===== src/rtl/poly_pkg.sv =====
// poly_pkg: shared constants, types and helpers for the polynomial add/sub datapath.
// Latency: n/a (declarations only).
// Backpressure: n/a.
// Contents: default geometry (Q=17, N=8, LOGQ=5, LOGN=3, LANES=2), coeff_t,
//           MODE_ADD/MODE_SUB encodings and beats_per_poly() helper.
package poly_pkg;

  localparam int unsigned Q_DEF     = 17;
  localparam int unsigned N_DEF     = 8;
  localparam int unsigned LOGQ_DEF  = 5;
  localparam int unsigned LOGN_DEF  = 3;
  localparam int unsigned LANES_DEF = 2;

  // Beats needed to carry one N-coefficient polynomial.
  localparam int unsigned BEATS_PER_POLY_DEF = N_DEF / LANES_DEF;

  typedef logic [LOGQ_DEF-1:0] coeff_t;

  localparam logic MODE_ADD = 1'b0;
  localparam logic MODE_SUB = 1'b1;

  function automatic int unsigned beats_per_poly(input int unsigned n, input int unsigned lanes);
    return n / lanes;
  endfunction

endpackage


===== src/rtl/poly_mod_lane.sv =====
// poly_mod_lane: one lane of modular add/subtract over Z_Q, purely combinational.
// Latency: 0 (the top registers o_raw into stage 1 and o_res into stage 2).
// Backpressure: none here; pipeline control lives in the top.
// Ports: i_a/i_b/i_sub -> o_raw        (stage-1 partial result, LOGQ+1 bits)
//        i_raw/i_mode  -> o_res        (stage-2 reduced result, LOGQ bits)
module poly_mod_lane
  import poly_pkg::*;
#(
  parameter int unsigned Q    = 17,
  parameter int unsigned LOGQ = 5
) (
  input  logic [LOGQ-1:0] i_a,
  input  logic [LOGQ-1:0] i_b,
  input  logic            i_sub,
  output logic [LOGQ:0]   o_raw,
  input  logic [LOGQ:0]   i_raw,
  input  logic            i_mode,
  output logic [LOGQ-1:0] o_res
);

  localparam logic [LOGQ:0] QW = (LOGQ+1)'(Q);

  logic [LOGQ:0] w_a;
  logic [LOGQ:0] w_b;
  logic [LOGQ:0] w_red;

  assign w_a = {1'b0, i_a};
  assign w_b = {1'b0, i_b};

  // Subtraction folds the borrow back in at stage 1, so stage 2 only has to
  // reduce the add path. a+Q-b cannot overflow LOGQ+1 bits because a,Q < 2**LOGQ.
  always_comb begin
    o_raw = w_a + w_b;
    if (i_sub == MODE_SUB) begin
      o_raw = (w_a < w_b) ? (w_a + QW - w_b) : (w_a - w_b);
    end
  end

  always_comb begin
    w_red = i_raw;
    if ((i_mode == MODE_ADD) && (i_raw >= QW)) begin
      w_red = i_raw - QW;
    end
  end

  assign o_res = w_red[LOGQ-1:0];

endmodule


===== src/rtl/poly_vec_addsub.sv =====
// poly_vec_addsub: LANES-wide modular add/sub of coefficient streams with polynomial framing.
// Latency: 2 cycles (input transfer at edge k -> out_valid at edge k+2), 1 beat/cycle sustained.
// Backpressure: 2-stage elastic pipeline; in_ready drops only when both stages are full and out_ready=0.
// Ports: clk, reset (sync, active-high); in_valid/in_ready/in_sub/in_a/in_b input handshake;
//        out_valid/out_ready/out_data/out_last output handshake; err sticky range flag.
// Build option: define POLY_VEC_ADDSUB_RANGECHK_EN to build operand range checkers driving err;
//        otherwise err is tied to 0.
module poly_vec_addsub
  import poly_pkg::*;
#(
  parameter int unsigned Q     = Q_DEF,
  parameter int unsigned N     = N_DEF,
  parameter int unsigned LOGQ  = LOGQ_DEF,
  parameter int unsigned LOGN  = LOGN_DEF,
  parameter int unsigned LANES = LANES_DEF
) (
  input  logic                  clk,
  input  logic                  reset,
  input  logic                  in_valid,
  output logic                  in_ready,
  input  logic                  in_sub,
  input  logic [LANES*LOGQ-1:0] in_a,
  input  logic [LANES*LOGQ-1:0] in_b,
  output logic                  out_valid,
  output logic [LANES*LOGQ-1:0] out_data,
  output logic                  out_last,
  input  logic                  out_ready,
  output logic                  err
);

  localparam int unsigned    BPP      = beats_per_poly(N, LANES);
  localparam logic [LOGN-1:0] LAST_CNT = LOGN'(BPP - 1);

  // Stage 1 registers
  logic                        r_s1_vld;
  logic                        r_s1_mode;
  logic                        r_s1_last;
  logic [LANES-1:0][LOGQ:0]    r_s1_raw;

  // Stage 2 (output) registers
  logic                        r_out_vld;
  logic [LANES*LOGQ-1:0]       r_out_data;
  logic                        r_out_last;

  logic [LOGN-1:0]             r_cnt;

  logic                        w_s2_load;
  logic                        w_s1_adv;
  logic                        w_in_xfer;
  logic                        w_last;
  logic [LANES-1:0][LOGQ:0]    w_raw;
  logic [LANES*LOGQ-1:0]       w_res;

  assign w_s2_load = !r_out_vld || out_ready;
  assign w_s1_adv  = w_s2_load || !r_s1_vld;
  // Depends only on state and out_ready, never on in_valid.
  assign in_ready  = !reset && w_s1_adv;
  assign w_in_xfer = in_valid && in_ready;
  assign w_last    = (r_cnt == LAST_CNT);

  assign out_valid = r_out_vld;
  assign out_data  = r_out_data;
  assign out_last  = r_out_last;

  for (genvar g = 0; g < LANES; g++) begin : g_lane
    poly_mod_lane #(
      .Q    (Q),
      .LOGQ (LOGQ)
    ) u_lane (
      .i_a    (in_a[g*LOGQ +: LOGQ]),
      .i_b    (in_b[g*LOGQ +: LOGQ]),
      .i_sub  (in_sub),
      .o_raw  (w_raw[g]),
      .i_raw  (r_s1_raw[g]),
      .i_mode (r_s1_mode),
      .o_res  (w_res[g*LOGQ +: LOGQ])
    );
  end

  always_ff @(posedge clk) begin
    if (reset) begin
      r_s1_vld   <= 1'b0;
      r_s1_mode  <= MODE_ADD;
      r_s1_last  <= 1'b0;
      r_s1_raw   <= '0;
      r_out_vld  <= 1'b0;
      r_out_data <= '0;
      r_out_last <= 1'b0;
      r_cnt      <= '0;
    end else begin
      if (w_s1_adv) begin
        r_s1_vld <= w_in_xfer;
        if (w_in_xfer) begin
          r_s1_raw  <= w_raw;
          r_s1_mode <= in_sub;
          r_s1_last <= w_last;
        end
      end
      // Output regs only change on a load that carries a beat, so data/last
      // hold steady while the consumer stalls.
      if (w_s2_load) begin
        r_out_vld <= r_s1_vld;
        if (r_s1_vld) begin
          r_out_data <= w_res;
          r_out_last <= r_s1_last;
        end
      end
      if (w_in_xfer) begin
        r_cnt <= w_last ? '0 : r_cnt + 1'b1;
      end
    end
  end

`ifdef POLY_VEC_ADDSUB_RANGECHK_EN
  localparam logic [LOGQ-1:0] QC = LOGQ'(Q);

  logic w_range_bad;
  logic r_err;

  always_comb begin
    w_range_bad = 1'b0;
    for (int i = 0; i < LANES; i++) begin
      if ((in_a[i*LOGQ +: LOGQ] >= QC) || (in_b[i*LOGQ +: LOGQ] >= QC)) begin
        w_range_bad = 1'b1;
      end
    end
  end

  always_ff @(posedge clk) begin
    if (reset) begin
      r_err <= 1'b0;
    end else if (w_in_xfer && w_range_bad) begin
      r_err <= 1'b1;
    end
  end

  assign err = r_err;
`else
  assign err = 1'b0;
`endif

endmodule


===== config.mk =====
export PLATFORM = sky130hd
export DESIGN_NAME = poly_vec_addsub
export DESIGN_NICKNAME = d
export VERILOG_FILES = /design/src/rtl/poly_pkg.sv /design/src/rtl/poly_mod_lane.sv /design/src/rtl/poly_vec_addsub.sv
export SDC_FILE = /design/constraint.sdc
export NUM_CORES = 1
export LEC_CHECK = 0
export BUFFER_PORTS_ARGS = -buffer_cell sky130_fd_sc_hd__buf_2
export CAP_MARGIN = 40
export CELL_PAD_IN_SITES_DETAIL_PLACEMENT = 1
export CELL_PAD_IN_SITES_GLOBAL_PLACEMENT = 2
export CORE_UTILIZATION = 40
export CTS_BUF_LIST = sky130_fd_sc_hd__clkbuf_4 sky130_fd_sc_hd__clkbuf_8
export CTS_CLUSTER_SIZE = 30
export DETAILED_ROUTE_END_ITERATION = 12
export PLACE_DENSITY = 0.95
export SYNTH_ARGS = -nofsm -noshare
export SYNTH_HDL_FRONTEND = slang
export SYNTH_HIERARCHICAL = 1
export SYNTH_SLANG_ARGS = --single-unit

===== constraint.sdc =====
create_clock -name clk -period 4.7 [get_ports clk]
set_clock_uncertainty 0.15 [all_clocks]
set_input_delay 0.235 -clock clk [delete_from_list [all_inputs] [get_ports clk]]
set_output_delay 0.235 -clock clk [all_outputs]
set_load 0.005 [all_outputs]

==> flow_summary.yaml, run 1 <==
status:
  status: "finished, final reports clean"
detailed_routing:
  detail-route-antenna-nets: 0
  drc: 0
  viasPerCell: 5.177
  detail_route.first_pass.iterations: 4
  wl_um: 6510
  num_vias: 2423
  drtIter0Drc: 52
  wl_per_cell_um: 13.91
critical_path:
  cp_common_cell: "inv_1"
  start_kind: "primary input"
  path_cells: "buf_2, inv_1, ha_1, inv_1, ha_1, inv_1, fa_1, nor2_1, a221o_1, xor2_1, a21oi_1, a22oi_1, mux2_2"
  critPathMaxStageDelay_ns: 0.40
  cp_max_fo: 3
  cp_slowest_cell: "fa_1"
  cp.arrival_ns: 2.39
  end_kind: "flop"
  path_class: "in -> reg"
  crit_required_ns: 4.72
clock_network:
  clk_latency_ns: 0.27
  numCtsBuffers: 5
  h-tree-depth: 2
  clock-sinks: 30
  cts_resized: 0
  tritoncts: "built"
  root_buffer: "clkbuf_8"
  post-cts-setup-buffers: 0
  clockBufferDepth: 2
  clk_pin_slew_ns: 0.06
  ctsHoldBuffers: 0
timing:
  rsz0062_at_grt: "false"
  fin_hold_ws_ns: 0.07340
  setup_viol: 0
  finalCritPeriodShare: 0.5050
  clock.fmax_ghz: 0.4213
  worstMarginPinSlew_ns: 0.6090
  finalHoldViolCount: 0
  slew_viol_final: 0
  period_needed_ns: 2.373
  tns_ns: 0
  slew_headroom: 0.5915
die:
  die_height_um: 88.01
  initial_core_util: 0.4238
  fp.coreArea_um2: 6982
  ios: 39
  die_x_um: 88.01
  fp-row-count: 30
  die-area_um2: 7746
power:
  p_per_area_nw_per_um2: 251.6
  power.leakage_nw: 1.560
  peakVddDrop_uv: 101.5
yosys:
  synth-main-ff-cell: "dfxtp_1"
  syn_inst: 339
  synth_nets: 415
  synthTopCellsByArea: "dfxtp_1, ha_1, fa_1"
  ys_seq_elements: 30
  synth.largest_area_cell: "dfxtp_1"
  synth-async-reset-ratio: 0
  yosysSeqAreaShare: 0.2030
  yosys_warnings: 6
  synth_area_um2: 2959
  synth_edf_count: 0
  synth_cell_types: 45
  syn_avg_cell_area_um2: 8.729
  synth_top_area_frac: 0.2030
placed_design:
  postPlaceCellArea_um2: 3206
  port_buffers: 37
  placed_cells: 461
  gp_congestion: 0.7916
  place_hpwl_um: 5327
global_route:
  grt_pass1_vias: 2482
  grt_pass1_wl_um: 11200
  grt_max_degree: 34
  antenna_found_initial: 0
  grt_usage: 0.1817
  grt_overflow_total: 0
final_layout:
  stdcell_count: 468
  fin_area_um2: 3289
  drive_above_1_share: 0.1935
  area_delta_synth_final_pct: 11.16
  final_util: 0.4711
  nNetsFinal: 448
  n_antenna_cell: 0
run:
  cap_violations: 0
min_path:
  min_path_type: "in -> reg"
-- worst paths after layout --
kind / cells after the start / slack [ns] / to / from
setup / recovery: 13 / 2.33 / r_s1_raw[5]$_SDFFE_PP0P_ / in_a[1]
setup reg to reg: 8 / 2.52 / out_data[3]$_SDFFE_PP0P_ / r_s1_raw[0]$_SDFFE_PP0P_
hold reg to reg: 2 / 0.29 / r_cnt[2]$_SDFFE_PP0P_ / r_cnt[2]$_SDFFE_PP0P_
hold / removal: 2 / 0.07 / r_cnt[2]$_SDFFE_PP0P_ / in_valid
-- placed cells by master (no fill, tap or decap), types with 4 or more instances in the layout --
master    Yosys  routed
inv_1        43      43
ha_1         41      41
buf_2         1      37
dfxtp_1      30      30
a21oi_1      28      28
nor2_1       23      23
o21ai_0      21      21
nor2b_1      21      21
nand3_1      11      11
mux2_4       10      10
fa_1         10      10
nand2_1       8       8
xnor2_1       8       8
xor2_1        8       8
mux2_2        6       6
nor3b_1       6       6
nand2b_1      5       5
a311oi_1      5       5
clkbuf_8      0       5
a211oi_1      4       4
-- flip-flops by register name, summed over array words and instances (netlist names) --
| register | cells |
|---|---|
| r_s1_raw | 12 |
| r_s1_vld | 1 |
| out_data | 10 |
| out_valid | 1 |
| r_s1_last | 1 |
| r_s1_mode | 1 |
| r_cnt | 3 |
| out_last | 1 |
-- critical path, delay by kind of cell --
family | cells | cell delay, ns
buffers and inverters | 4 | 0.41
XOR/XNOR | 1 | 0.06
AO/OA/AOI/OAI | 3 | 0.41
AND/OR/NAND/NOR | 1 | 0.12
multiplexers | 1 | 0.29
adder cells (fa/ha/maj) | 3 | 0.86
-- cell type report --
class,count,area (µm²)
fillers,871,3692
inverters,45,168.9
flip-flops and latches,30,600.6
multi-input cells,253,2131
clock buffers,7,83.83
repair buffers,37,185.2
well taps,96,120.1
-- routing by layer --
layer / track usage / wire length [µm] / up-vias
li1: - / - / 1218
met1: 0.2257 / 3107 / 1154
met2: 0.3326 / 3184 / 43
met3: 0.02828 / 172 / 8
met4: 0.03519 / 45 / 0
met5: 0 / 0 / -
-- Yosys cell counts, types with 4 or more instances --
cell type and count:
xnor2_1 8, inv_1 43, nand3_1 11, o21ai_0 21, xor2_1 8, dfxtp_1 30
nand2b_1 5, fa_1 10, a311oi_1 5, mux2_2 6, a21oi_1 28, a211oi_1 4
nor3b_1 6, mux2_4 10, nor2_1 23, nand2_1 8, clkbuf_1 6, nor2b_1 21
ha_1 41
-- where the power goes --
part / internal (mW) / switching (mW)
Combinational: 0.152 / 0.173
Sequential: 0.280 / 0.0224
Clock: 0.113 / 0.0866
-- stage by stage --
step           setup slack, ns  power [mW]
2_1_floorplan            2.361      0.5456
3_3_place_gp             2.157      0.6184
3_5_place_dp             2.057      0.6329
4_1_cts                  2.339      0.8349
5_1_grt                  2.205      0.8912
6_report                 2.327      0.8276
-- logic make-up (layout without fill, tap and decap cells) --
logic type / Yosys count / count (layout) / share of synthesized area
and+or+nand+nor: 85 / 85 / 0.1729
AOI/OAI and AO/OA: 82 / 82 / 0.1772
buffers and inverters: 56 / 89 / 0.07695
adders and majority gates: 51 / 51 / 0.2410
DFF: 30 / 30 / 0.2030
muxes: 18 / 18 / 0.08034
xor gates and xnor gates: 16 / 16 / 0.04736
other: 1 / 1 / 0.001267
No activity file was read; power rests on OpenSTA's default activity.
==> run 2: changes to the inputs <==
Settings changed: ABC_AREA from default to 1, CORE_UTILIZATION 40 to 31, PLACE_DENSITY 0.95 to 0.87.
Clock period 4.7 ns to 2 ns, I/O delays scaled along.
==> run 2 against run 1 <==
Against the previous run: sequential share of layout area is 1.8 points lower; clock power increased to 2.5 times the previous value; die area is 37% higher; critical endpoint unchanged; global-route usage fell by 2.3 points; flip-flop and latch count did not move; routed wire length grew 15%; core utilization shrank 9.9 points; critical path depth increased by 2; register-to-register slack got worse by 2.2 ns; worst setup slack worse by 2.1 ns; design area increased by 11%.
==> flow_summary.yaml, run 2 <==
global_route:
  grt_usage: 0.1587
  grt_overflow_total: 0
  grt_max_degree: 20
  grt_pass1_wl_um: 13500
  grt_pass1_vias: 3027
  antenna_found_initial: 0
clock_network:
  numCtsBuffers: 5
  h-tree-depth: 2
  clockBufferDepth: 2
  clk_pin_slew_ns: 0.06
  tritoncts: "built"
  clock-sinks: 30
  root_buffer: "clkbuf_8"
  clk_latency_ns: 0.28
timing:
  clock.fmax_ghz: 0.5486
  setup_viol: 0
  period_needed_ns: 1.823
  slew_viol_final: 0
  tns_ns: 0
  layout_setup_ws_ns: 0.1770
  fin_hold_ws_ns: 0.08451
  finalHoldViolCount: 0
  finalCritPeriodShare: 0.9115
  rsz0062_at_grt: "true"
run:
  cap_violations: 0
yosys:
  synth_area_um2: 3168
  synth_cell_types: 28
  yosysSeqAreaShare: 0.1896
  synth_common_cells: "nand2_1, inv_1, nand3_1"
  synth-main-ff-cell: "dfxtp_1"
  yosys_warnings: 6
  synth_top_area_frac: 0.1896
  synth_nets: 536
  synth.most_common_cell: "nand2_1"
  synthTopCellsByArea: "dfxtp_1, ha_1, nand2_1"
  ys_seq_elements: 30
  synth.largest_area_cell: "dfxtp_1"
  syn_inst: 460
  synth_edf_count: 0
  synth-async-reset-ratio: 0
  syn_avg_cell_area_um2: 6.887
final_layout:
  area_delta_synth_final_pct: 15.44
  nNetsFinal: 588
  final_common_cell: "nand2_1"
  final_util: 0.3725
  n_antenna_cell: 0
  largest_register_ffs: 12
  drive_above_1_share: 0.1930
  mostFrequentLayoutCells: "nand2_1, inv_1, nand3_1, nor2_1, ha_1"
  stdcell_count: 646
  fin_area_um2: 3657
  top_register: "r_s1_raw"
power:
  power.leakage_nw: 1.957
  finalPower_mw: 2.015
  peakVddDrop_uv: 290.4
  p_per_area_nw_per_um2: 551.0
placed_design:
  placed_cells: 634
  gp_congestion: 0.8418
  postPlaceCellArea_um2: 3520
  place_hpwl_um: 6536
  port_buffers: 37
  dp_slack_ns: -0.2120
detailed_routing:
  drtIter0Drc: 42
  wl_per_cell_um: 11.63
  viasPerCell: 4.498
  detail-route-antenna-nets: 0
  wl_um: 7515
  detail_route.first_pass.iterations: 6
  drc: 0
  num_vias: 2906
critical_path:
  end_kind: "flop"
  cp.arrival_ns: 1.85
  start_kind: "primary input"
  path_class: "in -> reg"
  crit_required_ns: 2.03
  cp_max_fo: 2
die:
  fp-row-count: 36
  die-area_um2: 10630
  fp.coreArea_um2: 9819
  ios: 39
  initial_core_util: 0.3226
  die_x_um: 103.1
  die_height_um: 103.1
status:
  status: "finished, final reports clean"
min_path:
  min_path_type: "in -> reg"
-- run 2: cell count changes after synthesis, moves of 7 or more --
| cell | previous run | this run |
|---|---|---|
| o21ai_1 | 0 | 10 |
| nand3_1 | 11 | 58 |
| nor2b_1 | 21 | 0 |
| mux2_4 | 10 | 0 |
| inv_2 | 2 | 9 |
| inv_1 | 43 | 75 |
| nor2_1 | 23 | 45 |
| nand2_1 | 8 | 82 |
-- run 2: worst paths after layout --
| check | start | endpoint | slack (ns) | cells past startpoint |
|---|---|---|---|---|
| max | in_a[1] | r_s1_raw[5]$_SDFFE_PP0P_ | 0.18 | 15 |
| min | in_sub | r_s1_mode$_SDFFE_PP0P_ | 0.08 | 3 |
| max reg2reg | r_s1_raw[0]$_SDFFE_PP0P_ | out_data[1]$_SDFFE_PP0P_ | 0.29 | 9 |
| min reg2reg | r_s1_raw[3]$_SDFFE_PP0P_ | r_s1_raw[3]$_SDFFE_PP0P_ | 0.32 | 2 |
-- run 2: where the power goes --
| group | internal (mW) | total, mW | switching, mW | leakage (nW) |
|---|---|---|---|---|
| Combinational | 0.339 | 0.825 | 0.487 | 1.66 |
| Clock | 0.290 | 0.507 | 0.216 | 0.0517 |
| Sequential | 0.647 | 0.683 | 0.0364 | 0.247 |
| Total | 1.28 | 2.02 | 0.739 | 1.96 |
-- run 2: logic make-up (layout without fill, tap and decap cells) --
group                      Yosys count  count (layout)  synth area share
AOI/OAI and AO/OA                   59              59            0.1003
xor gates and xnor gates            14              14           0.03871
adders and majority gates           51              51            0.2251
buffers and inverters              100             153            0.1461
DFF                                 30              30            0.1896
other                                1               1          0.001184
and+or+nand+nor                    205             205            0.2990
-- run 2: worst max-delay path, stage by stage --
cell,delay (ns)
buf_2,0.09
inv_1,0.05
ha_1,0.29
inv_1,0.09
ha_1,0.18
inv_1,0.06
fa_2,0.35
nor2_1,0.09
nand3_1,0.10
a21oi_1,0.15
nor2_1,0.06
nor2_1,0.08
nor2_1,0.05
nand3_1,0.07
nand2_1,0.05
-- run 2: layout make-up --
| cell class | count | area, µm² |
|---|---|---|
| well taps | 133 | 166.4 |
| repair buffers | 59 | 357.8 |
| multi-input cells | 330 | 2110 |
| clock buffers | 7 | 90.09 |
| fillers | 1304 | 6162 |
| inverters | 86 | 327.8 |
| flip-flops and latches | 30 | 600.6 |
| clock inverters | 1 | 5.005 |
-- run 2: timing repair --
| action | in CTS | in global routing |
|---|---|---|
| setup endpoints to repair | 0 | 4 |
| hold endpoints to repair | 3 | 0 |
| buffers inserted | 0 | 1 |
| hold buffers | 3 | 0 |
| gates resized for setup | 0 | 3 |
-- run 2: per-layer routing --
| metal | vias up | GRT usage | part of all wire |
|---|---|---|---|
| met5 | - | 0 | 0 |
| met4 | 0 | 0.02275 | 0.0041 |
| met2 | 37 | 0.3000 | 0.49 |
| met1 | 1321 | 0.1908 | 0.48 |
| li1 | 1543 | - | - |
| met3 | 5 | 0.02644 | 0.028 |
==> run 3: changes to the inputs <==
Settings changed: BUFFER_PORTS_ARGS -buffer_cell sky130_fd_sc_hd__buf_2 to -buffer_cell sky130_fd_sc_hd__clkbuf_2.
==> run 3 against run 2 <==
Against the previous run: register-to-register slack hardly changed; critical path depth stayed put; routed wire length is 1.4% higher; core utilization is 0.11 points higher; first-iteration DRC count is 19% lower; largest power group unchanged.
==> flow_summary.yaml, run 3 (synthesis results as in run 2) <==
global_route:
  grt_overflow_total: 0
  antenna_found_initial: 0
  grt_max_degree: 20
  grt_usage: 0.1605
  grt_pass1_vias: 2971
  grt_pass1_wl_um: 13520
placed_design:
  place_hpwl_um: 6529
  port_buffers: 37
  placed_cells: 634
  gp_congestion: 0.8375
  dp_slack_ns: -0.2506
timing:
  tns_ns: 0
  setup_viol: 0
  slew_viol_final: 0
  layout_setup_ws_ns: 0.1894
  clock.fmax_ghz: 0.5523
  period_needed_ns: 1.811
  finalHoldViolCount: 0
  finalCritPeriodShare: 0.9053
  rsz0062_at_grt: "false"
die:
  ios: 39
  die-area_um2: 10630
  die_x_um: 103.1
  fp.coreArea_um2: 9819
  fp-row-count: 36
  die_height_um: 103.1
  initial_core_util: 0.3226
critical_path:
  start_kind: "primary input"
  cp_slowest_cell: "fa_2"
  path_cells: "clkbuf_2, inv_1, ha_1, inv_1, ha_1, inv_1, fa_2, nor2_1, nand3_1, a21oi_1, nor2_1, nor2_1, nor2_1, nand3_1, nand2_1"
  cp_top_family: "adder cells"
  end_kind: "flop"
  path_class: "in -> reg"
  cp_common_cell: "nor2_1"
  crit_required_ns: 2.03
  critPathMaxStageDelay_ns: 0.35
  cp_max_fo: 2
  cp.arrival_ns: 1.84
  crit_buf_inv: 4
clock_network:
  numCtsBuffers: 5
  clockBufferDepth: 2
  clk_pin_slew_ns: 0.06
  tritoncts: "built"
  clk_latency_ns: 0.28
  root_buffer: "clkbuf_8"
  h-tree-depth: 2
  clock-sinks: 30
detailed_routing:
  detail_route.first_pass.iterations: 4
  wl_per_cell_um: 11.82
  num_vias: 2916
  viasPerCell: 4.521
  drtIter0Drc: 34
  drc: 0
  detail-route-antenna-nets: 0
  wl_um: 7621
power:
  peakVddDrop_uv: 208.9
  power.leakage_nw: 1.950
  p_per_area_nw_per_um2: 552.2
final_layout:
  stdcell_count: 645
  largest_register_ffs: 12
  n_antenna_cell: 0
  area_delta_synth_final_pct: 15.80
  mostFrequentLayoutCells: "nand2_1, inv_1, nand3_1, nor2_1, ha_1"
  drive_above_1_share: 0.1953
  final_common_cell: "nand2_1"
  nNetsFinal: 587
  top_register: "r_s1_raw"
min_path:
  min_path_type: "in -> reg"
run:
  cap_violations: 0
status:
  status: "finished, final reports clean"
## run 3: cell types whose count changed in the layout (fill, tap and decap cells not counted)
cell      before  now
inv_1         74   75
a21oi_1       23   22
inv_2         10    9
clkbuf_2       0   37
ha_4           0    1
a21oi_2        4    5
nor2_1        45   44
nor2_2         0    1
buf_2         37    0
ha_1          41   40
buf_4         19   18
## run 3: layout make-up
class                           count  area (µm²)
Clock buffer                        7       90.09
Sequential cell                    30       600.6
Inverter                           86       327.8
Timing Repair Buffer               58       350.3
Multi-Input combinational cell    330        2128
Fill cell                        1302        6151
Tap cell                          133       166.4
Clock inverter                      1       5.005
## run 3: where the power goes
part | internal, mW | total (mW) | leakage [nW] | switching [mW]
Combinational | 0.340 | 0.833 | 1.65 | 0.493
Clock | 0.290 | 0.508 | 0.0517 | 0.218
Sequential | 0.647 | 0.684 | 0.247 | 0.0373
Total | 1.28 | 2.03 | 1.95 | 0.749
## run 3: repair_timing
action / in CTS / in global routing
setup buffers: 0 / 0
hold buffers: 3 / 0
endpoints found under the hold margin: 3 / 0
resized for setup: 0 / 5
endpoints found under the setup margin: 0 / 3
## run 3: worst paths after layout
check | from | endpoint | slack [ns] | cells after the start
worst min register to register | r_s1_raw[3]$_SDFFE_PP0P_ | r_s1_raw[3]$_SDFFE_PP0P_ | 0.32 | 2
worst max register to register | r_s1_raw[6]$_SDFFE_PP0P_ | out_data[6]$_SDFFE_PP0P_ | 0.28 | 9
worst min-delay path | in_valid | r_s1_raw[11]$_SDFFE_PP0P_ | 0.15 | 3
worst max-delay path | in_a[6] | r_s1_raw[11]$_SDFFE_PP0P_ | 0.19 | 15
## run 3: worst reg2reg max path: cells and delay by family (launching register included)
| family | cells | cell delay [ns] |
|---|---|---|
| adders and majority gates | 1 | 0.22 |
| and+or+nand+nor | 4 | 0.35 |
| buffers and inverters | 1 | 0.12 |
| DFF | 1 | 0.33 |
| AOI/OAI and AO/OA | 3 | 0.43 |
## run 3: layer usage
metal  wire length, µm  part of all wire  global-route usage
met3               234             0.031             0.02373
met2              3561              0.47              0.2877
met1              3683              0.48              0.1975
met4               142             0.019             0.04875
met5                 0                 0                   0
## run 3: through the flow
step	power, mW	utilization	instance area [µm²]	hold WS [ns]
final	2.026	0.3736	3669	0.1494
after global routing	2.217	0.3736	3669	0.1833
after CTS	2.062	0.3712	3645	0.1532
after detailed placement	1.529	0.3584	3520	0.1809
after global placement	1.493	0.3584	3520	0.1749
after floorplan	1.300	-	3168	0.01907
